## src/rtl/hier_include_nested_credit_arb_pkg.sv

```systemverilog
// Shared constants and types for the credit-based round-robin arbiter in front of
// the nested-top buffer pool.
package hierIncludeNestedTop_package;

  localparam int YET_ANOTHER_SIZE = 8;
  localparam int POOL_SIZE        = YET_ANOTHER_SIZE;
  localparam int NUM_REQ_DEF      = 4;
  localparam int ID_W_DEF         = $clog2(NUM_REQ_DEF);
  localparam int CREDIT_W         = $clog2(POOL_SIZE + 1);

  typedef enum logic {IDLE, HOLD} arbStateT;

  typedef logic [ID_W_DEF-1:0] reqIdT;
  typedef logic [CREDIT_W-1:0] creditT;

endpackage

```

## src/rtl/hier_include_nested_credit_arb_if.sv

```systemverilog
// Requester/grant/credit-release bundle between the front-ends, the arbiter and the
// shared buffer. The master side is the arbiter.
interface hier_include_nested_credit_arb_if
  import hierIncludeNestedTop_package::*;
#(
  parameter int NUM_REQ = NUM_REQ_DEF
);
  localparam int IDW = $clog2(NUM_REQ);

  logic [NUM_REQ-1:0] req_valid;
  logic [NUM_REQ-1:0] req_ready;
  logic               out_valid;
  logic               out_ready;
  logic [IDW-1:0]     out_id;
  logic               rel_valid;
  creditT             credits;
  logic               err_overflow;

  modport master (
    input  req_valid, out_ready, rel_valid,
    output req_ready, out_valid, out_id, credits, err_overflow
  );

  modport slave (
    output req_valid, out_ready, rel_valid,
    input  req_ready, out_valid, out_id, credits, err_overflow
  );

endinterface

```

## src/rtl/hier_include_nested_credit_arb_rr_pick.sv

```systemverilog
// Combinational round-robin pick: first set request at or after rr_ptr, wrapping
// modulo NUM_REQ.
module hier_include_rr_pick
#(
  parameter int NUM_REQ = 4,
  parameter int IDW     = $clog2(NUM_REQ)
) (
  input  logic [NUM_REQ-1:0] req,
  input  logic [IDW-1:0]     rr_ptr,
  output logic [NUM_REQ-1:0] win_onehot,
  output logic [IDW-1:0]     win_idx,
  output logic               win_any
);

  logic [IDW-1:0] cand [NUM_REQ];

  // cand[gi] is the requester visited gi steps after rr_ptr.
  genvar gi;
  generate
    for (gi = 0; gi < NUM_REQ; gi++) begin : g_cand
      logic [IDW:0] sum;
      logic [IDW:0] wrapped;
      assign sum     = {1'b0, rr_ptr} + (IDW+1)'(gi);
      assign wrapped = (sum >= (IDW+1)'(NUM_REQ)) ? sum - (IDW+1)'(NUM_REQ) : sum;
      assign cand[gi] = wrapped[IDW-1:0];
    end
  endgenerate

  // Scan from the farthest candidate down so the nearest hit overwrites.
  always_comb begin
    win_idx    = '0;
    win_any    = 1'b0;
    win_onehot = '0;
    for (int i = NUM_REQ - 1; i >= 0; i--) begin
      if (req[cand[i]]) begin
        win_idx = cand[i];
        win_any = 1'b1;
      end
    end
    win_onehot[win_idx] = win_any;
  end

endmodule

```

## src/rtl/hier_include_nested_credit_arb.sv

```systemverilog
// Round-robin arbiter handing out nested-top buffer pool credits; each capture
// reserves a credit and is forwarded as a registered grant id.
module hier_include_nested_credit_arb
  import hierIncludeNestedTop_package::*;
#(
  parameter int NUM_REQ = NUM_REQ_DEF,
  parameter int IDW     = $clog2(NUM_REQ)
) (
  input logic clk,
  input logic rst_n,
  hier_include_nested_credit_arb_if.master bus
);

  arbStateT           state_reg, state_next;
  logic [IDW-1:0]     rr_ptr_reg, rr_ptr_next;
  logic [IDW-1:0]     out_id_reg, out_id_next;
  creditT             credits_reg, credits_next;
  logic               err_reg, err_next;
  logic               capture;
  logic [NUM_REQ-1:0] win_onehot;
  logic [IDW-1:0]     win_idx;
  logic               win_any;

  hier_include_rr_pick #(
    .NUM_REQ (NUM_REQ),
    .IDW     (IDW)
  ) u_pick (
    .req        (bus.req_valid),
    .rr_ptr     (rr_ptr_reg),
    .win_onehot (win_onehot),
    .win_idx    (win_idx),
    .win_any    (win_any)
  );

  // Arbitration only looks at the registered credit count, so a release cannot
  // enable a capture in the same cycle.
  assign capture = rst_n && (state_reg == IDLE) && win_any && (credits_reg != '0);

  always_comb begin
    state_next   = state_reg;
    rr_ptr_next  = rr_ptr_reg;
    out_id_next  = out_id_reg;
    credits_next = credits_reg;
    err_next     = err_reg;

    case (state_reg)
      IDLE: begin
        if (capture) begin
          state_next  = HOLD;
          out_id_next = win_idx;
          rr_ptr_next = (win_idx == IDW'(NUM_REQ - 1)) ? '0 : win_idx + IDW'(1);
        end
      end
      HOLD: begin
        if (bus.out_ready) state_next = IDLE;
      end
      default: state_next = IDLE;
    endcase

    case ({capture, bus.rel_valid})
      2'b10: credits_next = credits_reg - creditT'(1);
      2'b01: begin
        if (credits_reg == creditT'(POOL_SIZE)) err_next = 1'b1;
        else credits_next = credits_reg + creditT'(1);
      end
      default: credits_next = credits_reg;
    endcase
  end

  always_ff @(posedge clk) begin
    if (!rst_n) begin
      state_reg   <= IDLE;
      rr_ptr_reg  <= '0;
      out_id_reg  <= '0;
      credits_reg <= creditT'(POOL_SIZE);
      err_reg     <= 1'b0;
    end else begin
      state_reg   <= state_next;
      rr_ptr_reg  <= rr_ptr_next;
      out_id_reg  <= out_id_next;
      credits_reg <= credits_next;
      err_reg     <= err_next;
    end
  end

  assign bus.req_ready    = capture ? win_onehot : '0;
  assign bus.out_valid    = (state_reg == HOLD);
  assign bus.out_id       = out_id_reg;
  assign bus.credits      = credits_reg;
  assign bus.err_overflow = err_reg;

endmodule

```

## src/flat_wrapper.sv

```systemverilog
// flat-port wrapper written by rule: the top's interface ports become plain ports
module hier_include_nested_credit_arb_flat import hierIncludeNestedTop_package::*;
#(
  parameter int NUM_REQ = NUM_REQ_DEF,
  parameter int IDW     = $clog2(NUM_REQ)
)
  (clk, rst_n, bus_req_valid, bus_out_ready, bus_rel_valid, bus_req_ready, bus_out_valid, bus_out_id, bus_credits, bus_err_overflow);
  hier_include_nested_credit_arb_if #(.NUM_REQ(NUM_REQ)) bus_i ();
  input logic clk;
  input logic rst_n;
  input wire logic [$bits(bus_i.req_valid)-1:0] bus_req_valid;
  input wire logic [$bits(bus_i.out_ready)-1:0] bus_out_ready;
  input wire logic [$bits(bus_i.rel_valid)-1:0] bus_rel_valid;
  output wire logic [$bits(bus_i.req_ready)-1:0] bus_req_ready;
  output wire logic [$bits(bus_i.out_valid)-1:0] bus_out_valid;
  output wire logic [$bits(bus_i.out_id)-1:0] bus_out_id;
  output wire logic [$bits(bus_i.credits)-1:0] bus_credits;
  output wire logic [$bits(bus_i.err_overflow)-1:0] bus_err_overflow;
  assign bus_i.req_valid = bus_req_valid;
  assign bus_i.out_ready = bus_out_ready;
  assign bus_i.rel_valid = bus_rel_valid;
  assign bus_req_ready = bus_i.req_ready;
  assign bus_out_valid = bus_i.out_valid;
  assign bus_out_id = bus_i.out_id;
  assign bus_credits = bus_i.credits;
  assign bus_err_overflow = bus_i.err_overflow;
  hier_include_nested_credit_arb #(.NUM_REQ(NUM_REQ), .IDW(IDW)) u_core (.clk(clk), .rst_n(rst_n), .bus(bus_i));
endmodule
```

## config.mk

```make
export PLATFORM = sky130hd
export DESIGN_NAME = hier_include_nested_credit_arb_flat
export DESIGN_NICKNAME = d
export VERILOG_FILES = /design/src/rtl/hier_include_nested_credit_arb_pkg.sv /design/src/rtl/hier_include_nested_credit_arb_if.sv /design/src/rtl/hier_include_nested_credit_arb_rr_pick.sv /design/src/rtl/hier_include_nested_credit_arb.sv /design/src/flat_wrapper.sv
export SDC_FILE = /design/constraint.sdc
export NUM_CORES = 1
export LEC_CHECK = 0
export ABC_AREA = 1
export BUFFER_PORTS_ARGS = -buffer_cell sky130_fd_sc_hd__buf_2
export CAP_MARGIN = 5
export CORE_ASPECT_RATIO = 1.25
export CORE_MARGIN = 4
export CORE_UTILIZATION = 49
export CTS_BUF_LIST = sky130_fd_sc_hd__clkbuf_8
export CTS_CLUSTER_SIZE = 24
export DETAILED_ROUTE_END_ITERATION = 16
export PLACE_DENSITY_LB_ADDON = 0.2
export SLEW_MARGIN = 20
export SYNTH_ARGS = -nofsm -noshare
export SYNTH_HDL_FRONTEND = slang
export SYNTH_HIERARCHICAL = 1
export SYNTH_SLANG_ARGS = --single-unit
```

## constraint.sdc

```tcl
create_clock -name clk -period 2.4 [get_ports clk]
set_clock_uncertainty 0.1 [all_clocks]
set_input_delay 0 -clock clk [delete_from_list [all_inputs] [get_ports clk]]
set_output_delay 0 -clock clk [all_outputs]
set_load 0.02 [all_outputs]
```

## Word level (Yosys, flattened, before mapping)

Cells that the tools add are included.

- Magnitude comparators: 10
- Multiplexer cells: 29
- Add/subtract/negate cells: 10
- Eq/ne operators: 5
- Bitwise operators: 2
- Reductions and logical operators: 9

Operators with widths:

| cell | number |
|---|---|
| two-way mux 2 bit | 9 |
| < comparator 2 x 3 -> 1 bit, second input constant | 5 |
| two-way mux 1 bit | 11 |
| greater-or-equal comparator 3 bit, second input constant | 3 |
| binary-select mux 1 bit (select 2 bit) | 4 |
| two-way mux 4 bit | 2 |
| case mux 4 bit (2 select lines) | 1 |
| subtractor 2 x 1 -> 2 bit, second input constant | 4 |
| adder 2 x 2 -> 3 bit, second input constant | 2 |
| AND reduction 2 bit | 3 |
| adder 4 x 1 -> 4 bit, second input constant | 1 |
| bitwise AND 4 bit | 1 |
| == test 2 bit, second input constant | 2 |
| == test 4 bit, second input constant | 1 |
| logical AND 1 bit | 4 |
| nonzero test 4 bit | 1 |
| subtractor 4 x 1 -> 4 bit, second input constant | 1 |
| adder 2 x 1 -> 3 bit, second input constant | 1 |
| greater-or-equal comparator 2 x 3 -> 1 bit, second input constant | 1 |
| adder 2 x 1 -> 2 bit, second input constant | 1 |
| demux 1 bit (select 2 bit) | 1 |
| == test 2 x 1 -> 1 bit, second input constant | 1 |
| greater-or-equal comparator 2 x 1 -> 1 bit, second input constant | 1 |
| inequality test 2 bit, second input constant | 1 |
| 3 further kinds | 3 |

- Register bits: 10
- Input bits: 8
- Word-level logic and storage cells: 70
- Output and inout bits: 12

## Logic depth before layout (Yosys ltp)

Gate-level depths: netlist (run 1).

- Word-level depth: 15
- Gate-level depth with buffers: 19
- Gate-level depth less buffers: 19

## Hierarchy

The synthesis (run 1) kept the hierarchy.

By module, submodules not included:

| module | sequential area each (um^2) | cells an instance | area each (um^2) | instances |
|---|---|---|---|---|
| hier_include_nested_credit_arb | 200.2 | 84 | 603.1 | 1 |
| hier_include_rr_pick | 0.0 | 57 | 251.5 | 1 |

## Least setup slack after synthesis (run 1)

OpenSTA, ideal clock, no wires.

- Kind: reg-to-reg
- Start: reg u_core.rr_ptr_reg[0]
- End: reg u_core.credits_reg[3] (netlist: u_core/bus.credits[3])
- Period minus slack after synthesis: 2,384 ps
- Stages on the path, launching flop included: 18
- Arrival time: 2,164 ps
- Setup slack: 16 ps
- Data required time: 2,180 ps
- Setup time: 120 ps
- Cell sequence: dfxtp_1 -> inv_2 -> nand2_1 -> nand3_1 -> nand2_1 -> inv_1 -> nand4_1 -> nand3_2 -> a21oi_4 -> nor2_1 -> inv_1 -> ha_1 -> nand3_1 -> nand3_1 -> inv_1 -> nand3_1 -> nand3_1 -> nand3_1

- Word-level cells in the longest chain between the ends: 14
- Elaborated cells between the ends (all ways): 35
- Those cells by class: add/sub (7); order compare (4); eq/ne (3); mux (17); reduce/logical (4)

RTL lines:

| what | RTL line | RTL |
|---|---|---|
| from (decl) | hier_include_nested_credit_arb.sv:15 | `logic [IDW-1:0] rr_ptr_reg, rr_ptr_next;` |
| from (signal assigned) | hier_include_nested_credit_arb.sv:79 | `rr_ptr_reg <= rr_ptr_next;` |
| adder 2 x 2 -> 3 bit | hier_include_nested_credit_arb_rr_pick.sv:23 | `assign sum = {1'b0, rr_ptr} + (IDW+1)'(gi);` |
| greater-or-equal comparator 3 bit / subtractor 2 x 1 -> 2 bit (equally long branches) | hier_include_nested_credit_arb_rr_pick.sv:24 | `assign wrapped = (sum >= (IDW+1)'(NUM_REQ)) ? sum - (IDW+1)'(NUM_REQ) : sum;` |
| two-way mux 2 bit | hier_include_nested_credit_arb_rr_pick.sv:24 |  |
| binary-select mux 1 bit (select 2 bit) | hier_include_nested_credit_arb_rr_pick.sv:35 | `if (req[cand[i]]) begin` |
| two-way mux 1 bit (implied by the code) | hier_include_nested_credit_arb_rr_pick.sv:35 |  |
| two-way mux 1 bit (3 in a row) | hier_include_nested_credit_arb_rr_pick.sv:35 |  |
| two-way mux 1 bit (*) | hier_include_nested_credit_arb_rr_pick.sv:35 |  |
| via u_core.win_any | hier_include_nested_credit_arb.sv:22 | `logic win_any;` |
| logical AND 1 bit (*) (2 in a row) | hier_include_nested_credit_arb.sv:37 | `assign capture = rst_n && (state_reg == IDLE) && win_any && (credits_reg != '0);` |
| == test 2 x 1 -> 1 bit / == test 2 bit (equally long branches) | hier_include_nested_credit_arb.sv:60 | `case ({capture, bus.rel_valid})` |
| inequality test 2 bit (no source line) / nonzero test 2 bit (equally long branches) | - |  |
| AND reduction 2 bit (no source line) | - |  |
| to (signal assigned) | hier_include_nested_credit_arb.sv:75 | `credits_reg <= creditT'(POOL_SIZE);` |
| to (signal assigned) | hier_include_nested_credit_arb.sv:81 | `credits_reg <= credits_next;` |
| to (decl) | hier_include_nested_credit_arb.sv:17 | `creditT credits_reg, credits_next;` |

Mark *: on every way through the listed nets, which the timed path passes. The rest lies on a longest branch. The select of a mux whose other input is x is not followed.
A chain may end at the register's enable or synchronous reset.

## Worst setup path after layout (run 1)

Ends and elaborated chain as after synthesis.

==> results.json, run 1 <==
{
  "crit_path_max_incr_delay_ns": 0.41,
  "holdCritPathClass": "input pin to flop",
  "slew_headroom": 0.778,
  "yosysWarnings": 6,
  "gp_congestion": 0.891,
  "vias": 991,
  "syn2layout_area_growth_pct": 40.4,
  "grt_setup_unrepaired": "yes",
  "tightest_slew_ns": 0.332,
  "worst_ep_arrival_time_ns": 2.48,
  "stdcell_count": 189,
  "drv_slew": 0,
  "hpwlAfterDp_mm": 1.58,
  "hold_viol_final": 0,
  "hold_depth": 5,
  "crit_family": "simple AND/OR/NAND/NOR gates",
  "cts_tree": "yes",
  "die_h_um": 54.7,
  "synth_edf_count": 0,
  "antenna_found_initial": 0,
  "power_mw": 2.02,
  "violations": "setup timing",
  "clk_latency_ns": 0.24,
  "root_buffer": "clkbuf_8",
  "syn-instance-count": 141,
  "synth_cell_types": 20,
  "die_w_um": 45.4,
  "grt_util_all_layers": 0.184,
  "setup_viol": 1,
  "postPlaceCellArea_um2": 1000,
  "htreeDepth": 1,
  "grt_pass1_vias": 846,
  "synth_flop_cell": "dfxtp_1",
  "nNetsFinal": 185,
  "layout_common_cells": "nor2_1, buf_2, inv_1, nand2_1, nand2_2",
  "ant_nets": 0,
  "pre_cts_ws_ns": -0.0729,
  "required_ns": 2.42,
  "fin_tns_setup_ns": -0.0575,
  "synth_area_leaders": "dfxtp_1, nand2_1, nor2_1",
  "r2r_cells": 17,
  "synth_nets": 153,
  "end_kind": "flop",
  "r2r_start": "u_core/rr_ptr_reg[0]$_SDFFE_PN0P_",
  "grt_pass1_wl_mm": 3.32,
  "numCtsBuffers": 3,
  "grt-ovfl-total": 0,
  "async_flop_share": 0,
  "synth_seq_cells": 10,
  "synth_area_um2": 855,
  "yosysTopAreaCellShare": 0.234,
  "vias_per_cell": 5.24,
  "layout_min_cycle_time_ns": 2.46,
  "maxCapViolations": 0,
  "crit_start": "u_core/rr_ptr_reg[0]$_SDFFE_PN0P_",
  "cts_sinks": 10,
  "setup_slack_ns": -0.0575,
  "yosysSeqAreaShare": 0.234,
  "drive_gt1_frac": 0.450,
  "final_common_cell": "nor2_1",
  "largest_reg_flops": 4,
  "rows": 16,
  "fin_crit_sh": 1.02,
  "critPathSlowestCell": "dfxtp_4",
  "final_area_um2": 1200,
  "setup.worst_path.start_class": "flop",
  "cts_buffer_depth": 2,
  "drtPass1Iterations": 4,
  "dieArea_um2": 2480,
  "ir_drop_v": 0.000890,
  "path_buf_inv": 3,
  "path_depth": 17,
  "io_buffers": 19,
  "core_area_um2": 1600,
  "pin_count": 20,
  "n_antenna_cell": 0,
  "routed_wirelength_mm": 2.49,
  "powerDensity_nw_per_um2": 1680,
  "path_cells": "inv_8, nand2_2, nand2_2, nand2_2, nand2_2, inv_2, nand4_1, nand3_2, a21oi_4, nor2_2, inv_2, ha_4, nand3_2, nand3_2, nand4_1, nand3_1, nand3_1",
  "post-route-drc-count": 0,
  "synth_top_cell_by_area": "dfxtp_1",
  "max_freq_ghz": 0.407,
  "outcome": "complete, but fails checks",
  "crit_type": "flop to flop",
  "avgSynthCellArea_um2": 6.06,
  "cp_common_cell": "nand2_2",
  "drt_iter0_markers": 25,
  "worstPathMaxFanout": 8,
  "worstHoldStart": "bus_rel_valid",
  "wire_per_inst_um": 13.2,
  "p_leak_nw": 0.650,
  "grt_max_degree": 10,
  "path_clk_slew_ns": 0.05,
  "placed_cells": 182,
  "start_util": 0.534
}
## stage by stage
step | utilization | hold WS [ns]
2_1_floorplan | - | -0.0159
3_3_place_gp | 0.626 | 0.171
3_5_place_dp | 0.626 | 0.181
4_1_cts | 0.666 | 0.0852
5_1_grt | 0.749 | 0.168
6_report | 0.749 | 0.159
## cell type report
type,count,area [um2]
clock buffers,3,41.3
fillers,134,402
inverters,27,109
multi-input cells,104,658
flip-flops and latches,10,205
well taps,18,22.5
repair buffers,27,164
## per-layer routing
metal / part of all wire / GRT usage / vias to the layer above
li1: - / - / 490
met1: 0.38 / 0.184 / 459
met2: 0.56 / 0.333 / 31
met3: 0.032 / 0.0263 / 11
met4: 0.034 / 0.146 / 0
met5: 0 / 0 / -
## worst min-delay path: stages
cell	delay, ns
buf_2	0.13
nand3_2	0.09
nand2_4	0.07
o21bai_1	0.12
nor2_1	0.04
## kinds of logic (layout without fill, tap and decap cells)
group | Yosys count | in the layout | synth area share
adders and majority gates | 4 | 4 | 0.0674
AOI/OAI and AO/OA | 11 | 11 | 0.0834
DFF | 10 | 10 | 0.234
and+or+nand+nor | 88 | 88 | 0.486
buffers and inverters | 27 | 57 | 0.119
xor gates and xnor gates | 1 | 1 | 0.0103
## cell usage after synthesis, types with 2 or more instances
| master | count |
|---|---|
| dfxtp_1 | 10 |
| ha_1 | 3 |
| inv_1 | 24 |
| inv_2 | 3 |
| nand2_1 | 32 |
| nand2_2 | 7 |
| nand2_4 | 2 |
| nand3_1 | 11 |
| nand3_2 | 3 |
| nand4_1 | 2 |
| nor2_1 | 27 |
| nor2_2 | 3 |
| o21ai_0 | 5 |
| o21ai_1 | 2 |
| o21bai_1 | 2 |
## final timing paths
path,slack (ns),end
setup reg to reg,-0.06,u_core/bus.credits[3]$_SDFFE_PN1P_
setup / recovery,-0.06,u_core/bus.credits[3]$_SDFFE_PN1P_
hold / removal,0.16,u_core/bus.credits[1]$_SDFFE_PN0P_
hold reg to reg,0.34,u_core/bus.err_overflow$_SDFFE_PN0P_
## report_power, final
group | total, mW | switching (mW) | internal (mW)
sequential | 0.361 | 0.114 | 0.248
combinational | 1.49 | 0.933 | 0.556
clock | 0.169 | 0.0602 | 0.109
total | 2.02 | 1.11 | 0.913
## what timing repair did
item,CTS,global route
hold buffers,2,0
pin swaps,0,15
hold endpoints to repair,5,0
setup buffers,0,2
endpoints found under the setup margin,1,2
gates resized for setup,2,35
Note: power is estimated with default switching activity, not from simulation.
==> inputs of run 2 (changes only) <==
Settings changed: ABC_AREA 1 to not set, CORE_UTILIZATION 49 to 50.
==> run 2 against run 1 <==
Net effect:
- the flow still finishes with violations (setup timing)
- clock power up 26%
- first-iteration DRC count is 32% lower
- critical path depth is 10 lower
- via count fell by 7.7%
- sequential power is 30% lower
- non-clock buffer count up 3
- routed wire length is 6.8% lower
- critical path type unchanged
- critical endpoint is now u_core/bus.credits[1]$_SDFFE_PN0P_
==> results.json, run 2 <==
{
  "outcome": "complete, but fails checks",
  "violations": "setup timing",
  "slew_headroom": 0.724,
  "whs_endpoint": "u_core/bus.err_overflow$_SDFFE_PN0P_",
  "synth.most_common_cell": "dfxtp_1",
  "synth_flop_cell": "dfxtp_1",
  "async_flop_share": 0,
  "drtPass1Iterations": 4,
  "layout_common_cells": "buf_2, buf_4, nand2_1",
  "max_freq_ghz": 0.402,
  "vias_per_cell": 5.87,
  "grt-ovfl-total": 0,
  "fillers": 136,
  "hpwlAfterDp_mm": 1.69,
  "cts_sinks": 10,
  "required_ns": 2.41,
  "synth_nets": 123,
  "fin_tns_setup_ns": -0.135,
  "r2r_slack_ns": -0.09,
  "rows": 16,
  "post-route-drc-count": 0,
  "finalCoreUtilization": 0.718,
  "synth_cell_types": 43,
  "crit_type": "flop to flop",
  "worst_ep_arrival_time_ns": 2.49,
  "gp_congestion": 0.833,
  "syn2layout_area_growth_pct": 31.9,
  "fin_hold_ws_ns": 0.108,
  "vias": 915,
  "powerDensity_nw_per_um2": 1010,
  "ys_top_cells_by_count": "dfxtp_1, nand2_1, a21oi_1, nor2b_1, o21ai_0",
  "cts_buffer_depth": 2,
  "grt_util_all_layers": 0.215,
  "nNetsFinal": 151,
  "drive_gt1_frac": 0.370,
  "avgSynthCellArea_um2": 7.96,
  "grt_pass1_vias": 909,
  "yosysSeqAreaShare": 0.227,
  "pre_cts_ws_ns": -0.0787,
  "r2r_end": "u_core/bus.credits[1]$_SDFFE_PN0P_",
  "synth_area_um2": 883,
  "grt_setup_unrepaired": "yes",
  "hold_depth": 3,
  "fin_crit_sh": 1.04,
  "drv_slew": 0,
  "die_w_um": 45.6,
  "end_kind": "flop",
  "start_util": 0.545,
  "crit_start": "u_core/bus.credits[2]$_SDFFE_PN0P_",
  "synth_area_leaders": "dfxtp_1, mux2i_1, nor2b_1",
  "worstPathMaxFanout": 3,
  "maxCapViolations": 0,
  "n_antenna_cell": 0,
  "final_common_cell": "buf_2",
  "io_buffers": 19,
  "core_area_um2": 1620,
  "final_area_um2": 1160,
  "postPlaceCellArea_um2": 1070,
  "routed_wirelength_mm": 2.32,
  "die_h_um": 55.0,
  "synth_top_cell_by_area": "dfxtp_1",
  "drt_iter0_markers": 17,
  "layout_min_cycle_time_ns": 2.49,
  "wire_per_inst_um": 14.9,
  "cts_tree": "yes",
  "r2r_cells": 7,
  "yosysTopAreaCellShare": 0.227,
  "syn-instance-count": 111,
  "p_leak_nw": 0.536,
  "ir_drop_v": 0.000736,
  "grt_pass1_wl_mm": 3.97,
  "worstHoldStart": "rst_n",
  "largest_reg_flops": 4,
  "pin_count": 20,
  "holdCritPathClass": "input pin to flop",
  "numCtsBuffers": 3,
  "r2r_start": "u_core/bus.credits[2]$_SDFFE_PN0P_",
  "root_buffer": "clkbuf_8",
  "setup_slack_ns": -0.0886,
  "htreeDepth": 1,
  "stdcell_count": 156,
  "placed_cells": 150,
  "ant_nets": 0,
  "synth_edf_count": 0,
  "path_clk_slew_ns": 0.05,
  "yosysWarnings": 6,
  "dieArea_um2": 2510,
  "grt_max_degree": 17,
  "setup.worst_path.start_class": "flop",
  "tightest_slew_ns": 0.411,
  "setup_viol": 3,
  "power_mw": 1.17,
  "antenna_found_initial": 0,
  "synth_seq_cells": 10,
  "clk_latency_ns": 0.24,
  "hold_viol_final": 0
}
[run 2: changes by cell type after synthesis, moves of 5 or more]
cell | previous run | this run
nand3_1 | 11 | 2
nor2_1 | 27 | 6
nand2_1 | 32 | 9
nand2b_1 | 0 | 6
mux2i_1 | 0 | 6
nor2b_1 | 0 | 7
a21oi_1 | 1 | 7
nand2_2 | 7 | 0
and3_1 | 0 | 5
inv_1 | 24 | 3
[run 2: timing repair]
| item | 4_1_cts | 5_1_grt |
|---|---|---|
| hold buffers | 1 | 0 |
| setup buffers | 1 | 0 |
| setup endpoints to repair | 3 | 3 |
| hold endpoints to repair | 1 | 0 |
| pin swaps | 5 | 0 |
| gates resized for setup | 2 | 2 |
[run 2: logic make-up after synthesis]
group	count (synthesis)	synth area share
multiplexers	7	0.0807
AND/OR/NAND/NOR	45	0.280
adder cells (fa/ha/maj)	4	0.0652
buffers and inverters	10	0.0651
XOR/XNOR	1	0.00992
flip-flops	10	0.227
AO/OA/AOI/OAI	34	0.272
[run 2: metal layers]
metal / share of wire / wire [um] / global-route usage
met1: 0.43 / 994 / 0.237
met2: 0.50 / 1170 / 0.379
met3: 0.058 / 135 / 0.0615
met4: 0.0090 / 21 / 0.0878
met5: 0 / 0 / 0
[run 2: worst max path at each step]
stage / to / slack, ns / cells after the start
global route: u_core/bus.credits[1]$_SDFFE_PN0P_ / -0.15 / 7
finish: u_core/bus.credits[1]$_SDFFE_PN0P_ / -0.09 / 7
CTS: u_core/bus.credits[1]$_SDFFE_PN0P_ / -0.08 / 7
detailed placement: u_core/bus.credits[2]$_SDFFE_PN0P_ / -0.08 / 8
global placement: u_core/bus.credits[1]$_SDFFE_PN0P_ / -0.08 / 7
floorplan: u_core/bus.credits[3]$_SDFFE_PN1P_ / -0.27 / 10
[run 2: power by group]
group          leakage (nW)  total (mW)  switching, mW  internal, mW
registers            0.0842       0.252         0.0301         0.222
clock network        0.0288       0.213         0.0687         0.144
logic                 0.423       0.706          0.378         0.328
total                 0.536        1.17          0.477         0.694
[run 2: cell type report]
class | count | area (um2) | area share
multi-input combinational | 91 | 684 | 0.588
sequential | 10 | 211 | 0.182
timing repair buffer | 30 | 180 | 0.155
clock buffer | 4 | 55.1 | 0.0473
tap | 18 | 22.5 | 0.0193
inverter | 3 | 11.3 | 0.00967
[run 2: critical path, stage by stage (launching register included)]
cell	delay [ns]
dfxtp_4	0.33
or4_4	0.52
and2_4	0.15
nand2b_4	0.16
fa_2	0.56
mux2_2	0.15
nand2_1	0.05
a222oi_1	0.33
